**config.mk**
```make
export PLATFORM = sky130hd
export DESIGN_NAME = fetch_unit_flat
export DESIGN_NICKNAME = d
export VERILOG_FILES = /design/src/rtl/fetch_unit_pkg.sv /design/src/rtl/fetch_unit_if.sv /design/src/rtl/fetch_pc_reg.sv /design/src/rtl/fetch_unit.sv /design/src/flat_wrapper.sv
export SDC_FILE = /design/constraint.sdc
export NUM_CORES = 1
export LEC_CHECK = 0
export CAP_MARGIN = 20
export CORE_AREA = 2 2 112 114
export CTS_CLUSTER_SIZE = 30
export DETAILED_ROUTE_END_ITERATION = 10
export DIE_AREA = 0 0 114 116
export GPL_ROUTABILITY_DRIVEN = 0
export GPL_TIMING_DRIVEN = 0
export PLACE_DENSITY = 0.77
export REMOVE_ABC_BUFFERS = 1
export SYNTH_ARGS = -nofsm -noshare
export SYNTH_HDL_FRONTEND = slang
export SYNTH_SLANG_ARGS = --single-unit
export TNS_END_PERCENT = 30
```
**constraint.sdc**
```tcl
create_clock -name clock -period 3.3 [get_ports clock]
set_input_delay 0.66 -clock clock [delete_from_list [all_inputs] [get_ports clock]]
set_output_delay 0.66 -clock clock [all_outputs]
set_load 0.02 [all_outputs]
```
**src/rtl/fetch_unit_pkg.sv**
```systemverilog
// Shared fetch-stage definitions: widths, FSM state encoding,
// opcode constants used by decode/branch ALU, word-align helper.
package fetch_unit_pkg;

    localparam int XLEN        = 32;
    localparam int INSTR_WIDTH = 32;
    localparam int PC_STEP     = 4;

    typedef enum logic [1:0] {
        S_IDLE = 2'd0,
        S_REQ  = 2'd1,
        S_WAIT = 2'd2,
        S_HOLD = 2'd3
    } fetch_state_e;

    localparam logic [6:0] OPC_LUI    = 7'b0110111;
    localparam logic [6:0] OPC_AUIPC  = 7'b0010111;
    localparam logic [6:0] OPC_JAL    = 7'b1101111;
    localparam logic [6:0] OPC_JALR   = 7'b1100111;
    localparam logic [6:0] OPC_BRANCH = 7'b1100011;
    localparam logic [6:0] OPC_LOAD   = 7'b0000011;
    localparam logic [6:0] OPC_STORE  = 7'b0100011;
    localparam logic [6:0] OPC_OP_IMM = 7'b0010011;
    localparam logic [6:0] OPC_OP     = 7'b0110011;

    function automatic logic [XLEN-1:0] align_word(
        input logic [XLEN-1:0] a
    );
        return {a[XLEN-1:2], 2'b00};
    endfunction

endpackage

```
**src/rtl/fetch_unit_if.sv**
```systemverilog
// Fetch bus: imem request/response plus decode-side valid/ready.
// master = fetch unit, slave = memory + decode environment.
interface fetch_unit_if;
    import fetch_unit_pkg::*;

    logic                   imem_req_valid;
    logic                   imem_req_ready;
    logic [XLEN-1:0]        imem_addr;
    logic                   imem_resp_valid;
    logic [INSTR_WIDTH-1:0] imem_resp_data;
    logic                   if_valid;
    logic                   if_ready;
    logic [XLEN-1:0]        if_pc;
    logic [INSTR_WIDTH-1:0] if_instr;

    modport master (
        output imem_req_valid,
        output imem_addr,
        input  imem_req_ready,
        input  imem_resp_valid,
        input  imem_resp_data,
        output if_valid,
        output if_pc,
        output if_instr,
        input  if_ready
    );

    modport slave (
        input  imem_req_valid,
        input  imem_addr,
        output imem_req_ready,
        output imem_resp_valid,
        output imem_resp_data,
        input  if_valid,
        input  if_pc,
        input  if_instr,
        output if_ready
    );

endinterface

```
**src/rtl/fetch_pc_reg.sv**
```systemverilog
// Architectural PC: redirect mux with word alignment, sequential
// increment, and a one-cycle misaligned-target pulse.
// Ports: clock, reset_n, redirect_valid/pc, advance -> pc, misaligned.
module fetch_pc_reg
    import fetch_unit_pkg::*;
#(
    parameter logic [XLEN-1:0] RESET_PC = 32'h0000_0000,
    parameter int unsigned     STEP     = 4
) (
    input  logic            clock,
    input  logic            reset_n,
    input  logic            redirect_valid,
    input  logic [XLEN-1:0] redirect_pc,
    input  logic            advance,
    output logic [XLEN-1:0] pc,
    output logic            misaligned
);

    localparam logic [XLEN-1:0] STEP_W = XLEN'(STEP);

    logic [XLEN-1:0] pc_d, pc_q;
    logic            misaligned_d, misaligned_q;

    // Redirect beats the sequential step when both occur.
    always_comb begin
        pc_d         = pc_q;
        misaligned_d = 1'b0;
        if (redirect_valid) begin
            pc_d         = align_word(redirect_pc);
            misaligned_d = |redirect_pc[1:0];
        end else if (advance) begin
            pc_d = pc_q + STEP_W;
        end
    end

    always_ff @(posedge clock or negedge reset_n) begin
        if (!reset_n) begin
            pc_q         <= RESET_PC;
            misaligned_q <= 1'b0;
        end else begin
            pc_q         <= pc_d;
            misaligned_q <= misaligned_d;
        end
    end

    assign pc         = pc_q;
    assign misaligned = misaligned_q;

endmodule

```
**src/rtl/fetch_unit.sv**
```systemverilog
// Instruction fetch stage: one outstanding imem request, one-entry
// output buffer. Ports: clock, reset_n, redirect_valid/pc, misaligned,
// bus (fetch_unit_if.master: imem req/resp + decode handshake).
module fetch_unit
    import fetch_unit_pkg::*;
#(
    parameter logic [XLEN-1:0] RESET_PC = 32'h0000_0000,
    parameter int unsigned     PC_STEP  = 4
) (
    input  logic            clock,
    input  logic            reset_n,
    input  logic            redirect_valid,
    input  logic [XLEN-1:0] redirect_pc,
    output logic            misaligned,
    fetch_unit_if.master    bus
);

    fetch_state_e           state_d, state_q;
    logic                   drop_d, drop_q;
    logic [XLEN-1:0]        if_pc_d, if_pc_q;
    logic [INSTR_WIDTH-1:0] if_instr_d, if_instr_q;
    logic                   req_valid_d, req_valid_q;
    logic                   if_valid_d, if_valid_q;
    logic                   advance;
    logic [XLEN-1:0]        pc;

    fetch_pc_reg #(
        .RESET_PC (RESET_PC),
        .STEP     (PC_STEP)
    ) u_pc (
        .clock          (clock),
        .reset_n        (reset_n),
        .redirect_valid (redirect_valid),
        .redirect_pc    (redirect_pc),
        .advance        (advance),
        .pc             (pc),
        .misaligned     (misaligned)
    );

    always_comb begin
        state_d    = state_q;
        drop_d     = drop_q;
        if_pc_d    = if_pc_q;
        if_instr_d = if_instr_q;
        advance    = 1'b0;
        unique case (state_q)
            S_IDLE: state_d = S_REQ;
            S_REQ: begin
                if (bus.imem_req_ready) begin
                    state_d = S_WAIT;
                    // Old address already issued: its data is stale.
                    drop_d  = redirect_valid;
                end
            end
            S_WAIT: begin
                if (bus.imem_resp_valid) begin
                    if (drop_q) begin
                        drop_d  = 1'b0;
                        state_d = S_REQ;
                    end else if (redirect_valid) begin
                        state_d = S_REQ;
                    end else begin
                        if_pc_d    = pc;
                        if_instr_d = bus.imem_resp_data;
                        state_d    = S_HOLD;
                    end
                end else if (redirect_valid) begin
                    drop_d = 1'b1;
                end
            end
            S_HOLD: begin
                advance = bus.if_ready;
                if (redirect_valid || bus.if_ready) begin
                    state_d = S_REQ;
                end
            end
            default: state_d = S_IDLE;
        endcase
        req_valid_d = (state_d == S_REQ);
        if_valid_d  = (state_d == S_HOLD);
    end

    always_ff @(posedge clock or negedge reset_n) begin
        if (!reset_n) begin
            state_q     <= S_IDLE;
            drop_q      <= 1'b0;
            if_pc_q     <= '0;
            if_instr_q  <= '0;
            req_valid_q <= 1'b0;
            if_valid_q  <= 1'b0;
        end else begin
            state_q     <= state_d;
            drop_q      <= drop_d;
            if_pc_q     <= if_pc_d;
            if_instr_q  <= if_instr_d;
            req_valid_q <= req_valid_d;
            if_valid_q  <= if_valid_d;
        end
    end

    assign bus.imem_req_valid = req_valid_q;
    assign bus.imem_addr      = pc;
    assign bus.if_valid       = if_valid_q;
    assign bus.if_pc          = if_pc_q;
    assign bus.if_instr       = if_instr_q;

endmodule

```
**src/flat_wrapper.sv**
```systemverilog
// flat-port wrapper written by rule: the top's interface ports become plain ports
module fetch_unit_flat import fetch_unit_pkg::*;
#(
    parameter logic [XLEN-1:0] RESET_PC = 32'h0000_0000,
    parameter int unsigned     PC_STEP  = 4
)
  (clock, reset_n, redirect_valid, redirect_pc, misaligned, bus_imem_req_valid, bus_imem_addr, bus_imem_req_ready, bus_imem_resp_valid, bus_imem_resp_data, bus_if_valid, bus_if_pc, bus_if_instr, bus_if_ready);
  fetch_unit_if bus_i ();
  input  logic clock;
  input  logic reset_n;
  input  logic redirect_valid;
  input  logic [XLEN-1:0] redirect_pc;
  output logic misaligned;
  output wire logic [$bits(bus_i.imem_req_valid)-1:0] bus_imem_req_valid;
  output wire logic [$bits(bus_i.imem_addr)-1:0] bus_imem_addr;
  input wire logic [$bits(bus_i.imem_req_ready)-1:0] bus_imem_req_ready;
  input wire logic [$bits(bus_i.imem_resp_valid)-1:0] bus_imem_resp_valid;
  input wire logic [$bits(bus_i.imem_resp_data)-1:0] bus_imem_resp_data;
  output wire logic [$bits(bus_i.if_valid)-1:0] bus_if_valid;
  output wire logic [$bits(bus_i.if_pc)-1:0] bus_if_pc;
  output wire logic [$bits(bus_i.if_instr)-1:0] bus_if_instr;
  input wire logic [$bits(bus_i.if_ready)-1:0] bus_if_ready;
  assign bus_imem_req_valid = bus_i.imem_req_valid;
  assign bus_imem_addr = bus_i.imem_addr;
  assign bus_i.imem_req_ready = bus_imem_req_ready;
  assign bus_i.imem_resp_valid = bus_imem_resp_valid;
  assign bus_i.imem_resp_data = bus_imem_resp_data;
  assign bus_if_valid = bus_i.if_valid;
  assign bus_if_pc = bus_i.if_pc;
  assign bus_if_instr = bus_i.if_instr;
  assign bus_i.if_ready = bus_if_ready;
  fetch_unit #(.RESET_PC(RESET_PC), .PC_STEP(PC_STEP)) u_core (.clock(clock), .reset_n(reset_n), .redirect_valid(redirect_valid), .redirect_pc(redirect_pc), .misaligned(misaligned), .bus(bus_i));
endmodule
```
==> summary.md, run 1 <==
| Metric | Value |
|---|---|
| Initial Util | 0.3676 |
| Pre-antenna DRT Iters | 4 |
| Cell area power density | 751.6 mW/mm^2 |
| Gr usage total | 0.1721 |
| Inserted Diodes | 0 |
| Initial drt markers | 107 |
| Status | completed |
| Max_slew headroom | 0.3918 |
| RSZ-0062 raised after global routing | no |
| Commonest cells in the netlist | 98 x dfrtp_1, 59 x mux2_2, 30 x nand2_1 |
| Maximum clock path buffer count | 2 |
| Number of global-route vias before repair | 3619 |
| CP Buf/Inv Count | 2 |
| Hold_buf cts | 0 |
| Most common flop cell mapped by yosys | dfrtp_1 |
| Worst hold path class | in -> async |
| Wire length per cell | roughly 16 um |
| Setup TNS Final | 0 ps |
| Site row count | 40 |
| Post-route cell area | 0.006404 mm^2 |
| Register area | 0.002452 mm^2 |
| Seq/Total Area, Yosys | 0.5600 |
| Worst Max-Slew Pin Slew | 912.4 ps |
| Number of flops mapped to enable cells by yosys | 0 |
| YS warnings | 0 |
| Placed Area | 0.006130 mm^2 |
| Final Cycle Share | 0.7658 |
| Critical Path RT | 3520 ps |
| Root buffer cell | clkbuf_16 |
| Max-cap check violation count | 0 |
| Final setup fails | 0 |
| Final min period | roughly 2500 ps |
| Post-place setup slack | -401.8 ps |
| Chip height | 116 um |
| CTS Buf Count | 9 |
| Area of the multi-input gates | 0.001797 mm^2 |
| H-tree levels | 3 |
| Global-route wire length before repair | approximately 18000 um |
| DP HPWL | between 7000 and 8000 um |
| Crit path max-delay family | simple AND/OR/NAND/NOR gates |
| Yosys top cell area share | 0.5600 |
| Post-CTS Setup Inserts | 0 |
| GRT overflow | 0 |
| Antenna violations before repair | 0 |
| Register bit count reported by yosys | 98 |
| CTS tree | built |
| Layout Utilization | 0.5376 |
| Clock-pin slew on the worst setup and hold paths | about 60 ps |
| Area Growth Syn to Fin | 46.23% |
| WL final | 10970 um |
| Most common cell in the synthesized netlist | dfrtp_1 |
| DRC | 0 |
| Skew-Pair Late Insertion Delay | 340 ps |
| Cell area after synthesis | 0.004379 mm^2 |
| Critical Path End Type | register |
| Leakage Power | 0.002642 uW |
| Critical Path, Cell by Cell | dlygate4sd2_1 > buf_16 > nor2b_1 > nand3_4 > mux2_2 |
| Final setup margin | 772.8 ps |
| I/O Buffers | 164 |
| Vias | 3566 |
| Crit path kind | in -> reg |
| Final Hold Viols | 0 |
| Syn Area/Cell | 11.59 um^2 |
| Highest clock rate | roughly 400 MHz |
| Width of the die | 114 um |
| Synth area leader | dfrtp_1 |
| Crit Path Max Fanout | 66 |
| Crit path largest cell delay | 710 ps |
| Critical Path AT | 2750 ps |
| VDD IR-drop max | 0.0003825 V |
| Final clock skew | 3.501 ps |
| Layout cells sized above 1 | 0.1415 |
| Filler cell count | between 1000 and 1500 |
| Ys async rst share | 1.000 |
| # nets final | 604 |
| I/O pins | 169 |
| Post-synthesis cell count | 378 |
| Crit path launch type | primary input |
| Netlist cell types | 40 |
| Clk sinks | 98 |
| Pin count of the biggest net entering global routing | 67 |
| Synth area leaders | dfrtp_1 56%, mux2_2 15%, or4_1 2.7% |
| Max-slew violation count | 0 |
| Die area | approximately 0.013 mm^2 |
| Routed Antenna Nets | 0 |
| Slowest stage cell, crit path | nand3_4 |
| Core ar. | approximately 0.012 mm^2 |
| Routed vias/inst | about 5.2 |
worst paths after layout:
check	endpoint	start	slack (ps)	cells past startpoint
max	u_core.bus.if_instr[24]	redirect_valid	770	5
min	u_core.bus.if_pc[17]	reset_n	320	1
max reg2reg	u_core.bus.if_instr[24]	u_core.state_q[1]	1120	3
min reg2reg	u_core.bus.if_pc[30]	u_core.bus.if_pc[30]	480	2
max in group asynchronous	u_core.bus.if_instr[27]	reset_n	2300	2
min in group clock	u_core.bus.if_pc[30]	u_core.bus.if_pc[30]	480	2
where the power goes:
group	switching [uW]	total [uW]	leakage [uW]	internal [uW]
Clock	412	922	0.000118	509
Combinational	937	2010	0.00131	1070
Sequential	264	1880	0.00122	1620
Total	1610	4810	0.00264	3200
layout by cell type (no fill, tap or decap), types with 2 or more instances in the layout:
cell type and count:
inv_1 7, o311ai_0 2, nor2_1 20, and4_1 3
or4_1 16, and3_1 3, a21oi_1 3, mux2_2 59
nand4_1 11, clkbuf_16 9, o31ai_1 11, a31oi_1 15
clkbuf_1 6, dfrtp_1 98, clkdlybuf4s50_1 162, buf_16 2
nand3_1 14, o21ai_0 19, xnor2_1 4, o211ai_1 3
xor2_1 5, nand2b_1 2, mux2i_1 2, nor4_1 2
a311oi_1 2, and2_1 5, or3_1 5, conb_1 4
nand2_1 30
routing by layer:
metal | routed length (um) | vias to the layer above | global-route usage
li1 | - | 1680 | -
met1 | 4532 | 1770 | 0.2024
met2 | 5573 | 105 | 0.2992
met3 | 704 | 11 | 0.04655
met4 | 161 | 0 | 0.07073
met5 | 0 | - | 0
through the flow:
stage | hold slack [ps] | std cells | power [uW]
floorplan | 364.4 | 356 | 2853
detailed placement | 469.4 | 668 | 3936
CTS | 332.0 | 683 | 4875
finish | 320.3 | 684 | 4813
global placement | 464.0 | 667 | 3856
global route | 366.1 | 684 | 5076
kinds of logic after synthesis:
kind of cell	after synthesis	share of synthesized area
xor gates and xnor gates	9	0.01800
DFF	98	0.5600
buffers and inverters	33	0.03514
adders and majority gates	1	0.002857
muxes	61	0.1563
other	1	0.0008563
and+or+nand+nor	119	0.1460
AOI/OAI and AO/OA	56	0.08086
registers in the layout, summed over array words and instances, names as in the netlist:
name / flops
u_core.bus.if_pc: 30
u_core.u_pc.pc: 30
u_core.drop_q: 1
u_core.bus.imem_req_valid: 1
u_core.u_pc.misaligned: 1
u_core.bus.if_valid: 1
u_core.bus.if_instr: 32
u_core.state_q: 2
cell type report:
type	count	area share
Clock buffer	15	0.03869
Inverter	8	0.004689
Multi-Input combinational cell	250	0.2806
Sequential cell	98	0.3830
Tap cell	147	0.02872
Timing Repair Buffer	166	0.2644
timing repair:
item,CTS,global route
endpoints found under the hold margin,0,0
resized for setup,1,0
setup endpoints to repair,41,0
(Power assumes the default switching activity.)
==> run 2: changes to the inputs <==
Clock period 3.3 ns to 2.65 ns, I/O delays scaled along.
==> run 2 against run 1 <==
  * Critical path depth did not move
  * Sequential cell count stayed put
  * Register-to-register slack worse by 640 ps
  * Global-route usage rose by 0.62 points
  * Clock-buffer cell count unchanged
  * Non-clock buffer count unchanged
  * Highest routed layer unchanged
  * Sequential share of layout area is essentially flat
  * Die area did not move
  * Sequential power increased by 24%
  * Core utilization rose by 0.063 points
  * Critical endpoint is now u_core.u_pc.pc[17]
==> summary.md, run 2 (synthesis results as in run 1) <==
| Metric | Value |
|---|---|
| Status | completed |
| DRC | 0 (unchanged) |
| Post-route cell area | 0.006411 mm^2 (+0.12%) |
| Initial Util | 0.3676 (unchanged) |
| # nets final | 605 (+0.17%) |
| Cell area power density | 937.0 mW/mm^2 (+25%) |
| Setup TNS Final | 0 ps (unchanged) |
| I/O pins | 169 (unchanged) |
| Max reg flops | 32 (unchanged) |
| Worst R2R End | u_core.u_pc.pc[31] |
| Sequential group share of total power | 0.390 (about the same) |
| Placed Area | 0.006130 mm^2 (unchanged) |
| Gr usage total | 0.1782 (+0.006165) |
| Commonest non-fill, non-tap cell in the layout | clkdlybuf4s50_1 |
| H-tree levels | 3 (unchanged) |
| Clock-pin slew on the worst setup and hold paths | 60 ps (about the same) |
| Critical Path End Type | register |
| Reg2Reg Depth | 4 (+1) |
| I/O Buffers | 164 (unchanged) |
| Root buffer cell | clkbuf_16 |
| Switching Share | 0.3368 (+0.001517) |
| VDD IR-drop max | 0.0004753 V (+24%) |
| Clock share of power | 0.190 (about the same) |
| Clk sinks | 98 (unchanged) |
| Width of the die | 114 um (unchanged) |
| Final Cycle Share | 0.8897 |
| Maximum clock path buffer count | 2 (unchanged) |
| Worst hold path class | in -> async |
| Chip height | 116 um (unchanged) |
| Routed Antenna Nets | 0 (unchanged) |
| Worst r2r src | u_core.u_pc.pc[5] |
| Max-cap check violation count | 0 (unchanged) |
| Combinational power share | 0.419 (about the same) |
| Final setup fails | 0 (unchanged) |
| Final Hold Viols | 0 (unchanged) |
| GRT overflow | 0 (unchanged) |
| Pin count of the biggest net entering global routing | 55 (-18%) |
| Wire length per cell | 16.59 um (+3.4%) |
| Crit path launch type | primary input |
| Layout Utilization | 0.5382 (+0.0006300) |
| Pre-antenna DRT Iters | 4 (unchanged) |
| RSZ-0062 raised after global routing | no |
| Worst Max-Slew Pin Slew | 588.6 ps (-323.8 ps) |
| Internal Power | 3984 uW (+25%) |
| Final clock skew | 4.834 ps (+1.333 ps) |
| Post-place setup slack | -921.8 ps (-520.0 ps) |
| Core ar. | 0.01191 mm^2 (unchanged) |
| WL final | 11370 um (+3.6%) |
| Crit path kind | in -> reg |
| Routed vias/inst | 5.231 (+0.33%) |
| Reg2reg setup slack | 480 ps (-640 ps) |
| Global-route wire length before repair | 18330 um (+2.5%) |
| Switch Pwr | 2023 uW (+25%) |
| Layout cells sized above 1 | 0.1450 (+0.003454) |
| Most frequent cells in the layout | 162 x clkdlybuf4s50_1, 98 x dfrtp_1, 59 x mux2_2 |
| Critical Path RT | 2910 ps (-610 ps) |
| Antenna violations before repair | 0 (unchanged) |
| Die area | 0.01322 mm^2 (unchanged) |
| Leakage Power | 0.002638 uW (-0.15%) |
| Initial drt markers | 114 (+6.5%) |
| CTS tree | built |
| Site row count | 40 (unchanged) |
| CTS Buf Count | 9 (unchanged) |
| Hold_ws | 187.4 ps (-132.9 ps) |
| DP HPWL | 7929 um (unchanged) |
| Critical Path AT | 2620 ps (-130 ps) |
| Inserted Diodes | 0 (unchanged) |
| Crit Path Max Fanout | 10 (-85%) |
| Number of global-route vias before repair | 3667 (+1.3%) |
| Max_slew headroom | 0.6076 (+0.2159) |
| Final min period | 2358 ps |
| Skew-Pair Late Insertion Delay | 340 ps (about the same) |
| Final setup margin | 292.2 ps (-480.6 ps) |
| Area Growth Syn to Fin | 46.40% |
| Max-slew violation count | 0 (unchanged) |
| Vias | 3583 (+0.48%) |
| Highest clock rate | 424.1 MHz |
-- run 2: cell types whose count changed in the layout (fill, tap and decap cells not counted) --
| cell | previous run | this run |
|---|---|---|
| buf_16 | 2 | 1 |
| buf_8 | 0 | 1 |
| nand3_4 | 1 | 2 |
| nor2b_1 | 1 | 0 |
| nor2b_2 | 0 | 1 |
-- run 2: worst max-delay path: stages --
cell,delay (ps)
clkdlybuf4s50_1,520
and3_1,380
nand4_1,430
or4_1,590
a31oi_1,160
-- run 2: how the worst max path moves through the flow --
stage | cells after the start | slack, ps | to | start
5_1_grt | 5 | 130 | u_core.u_pc.pc[17] | bus_if_ready
6_report | 5 | 290 | u_core.u_pc.pc[17] | bus_if_ready
3_3_place_gp | 1 | -2560 | u_core.bus.if_instr[27] | reset_n
4_1_cts | 4 | 260 | u_core.bus.if_instr[24] | redirect_valid
2_1_floorplan | 3 | -350 | u_core.bus.if_instr[0] | redirect_valid
3_5_place_dp | 4 | -920 | u_core.bus.if_instr[24] | redirect_valid
-- run 2: power by group through the flow --
stage | clock network [uW] | logic (uW) | registers [uW]
2_1_floorplan | 0 | 599 | 2950
3_3_place_gp | 0 | 2470 | 2330
3_5_place_dp | 0 | 2530 | 2370
4_1_cts | 1190 | 2550 | 2350
5_1_grt | 1250 | 2670 | 2420
6_report | 1140 | 2520 | 2340
-- run 2: per-layer routing --
layer	routed length (um)	global-route usage	up-vias	share of wire
li1	-	-	1684	-
met5	0	0	-	0
met1	4745	0.2118	1780	0.42
met3	699	0.04655	13	0.062
met4	184	0.07561	0	0.016
met2	5736	0.3075	106	0.50
-- run 2: layout make-up --
class / count / area [um^2]
fill: 1037 / 5500
sequential: 98 / 2452
multi-input combinational: 251 / 1817
timing repair buffer: 166 / 1680
clock buffer: 15 / 247.7
tap: 147 / 183.9
inverter: 8 / 30.03
-- run 2: what timing repair did --
item | in CTS | in global routing
resized for setup | 3 | 0
buffers inserted | 0 | 0
setup endpoints to repair | 62 | 0
hold buffers | 0 | 0
-- run 2: through the flow --
step | power, uW | cells
after floorplan | 3552 | 356
after global placement | 4802 | 667
final | 6007 | 685
after CTS | 6089 | 684
after detailed placement | 4901 | 668
after global routing | 6336 | 685
==> run 3: changes to the inputs <==
Settings changed: GPL_ROUTABILITY_DRIVEN 0 to 1.
==> results of run 3 <==
No change in the layout: final DEF, timing and power equal those of run 2.
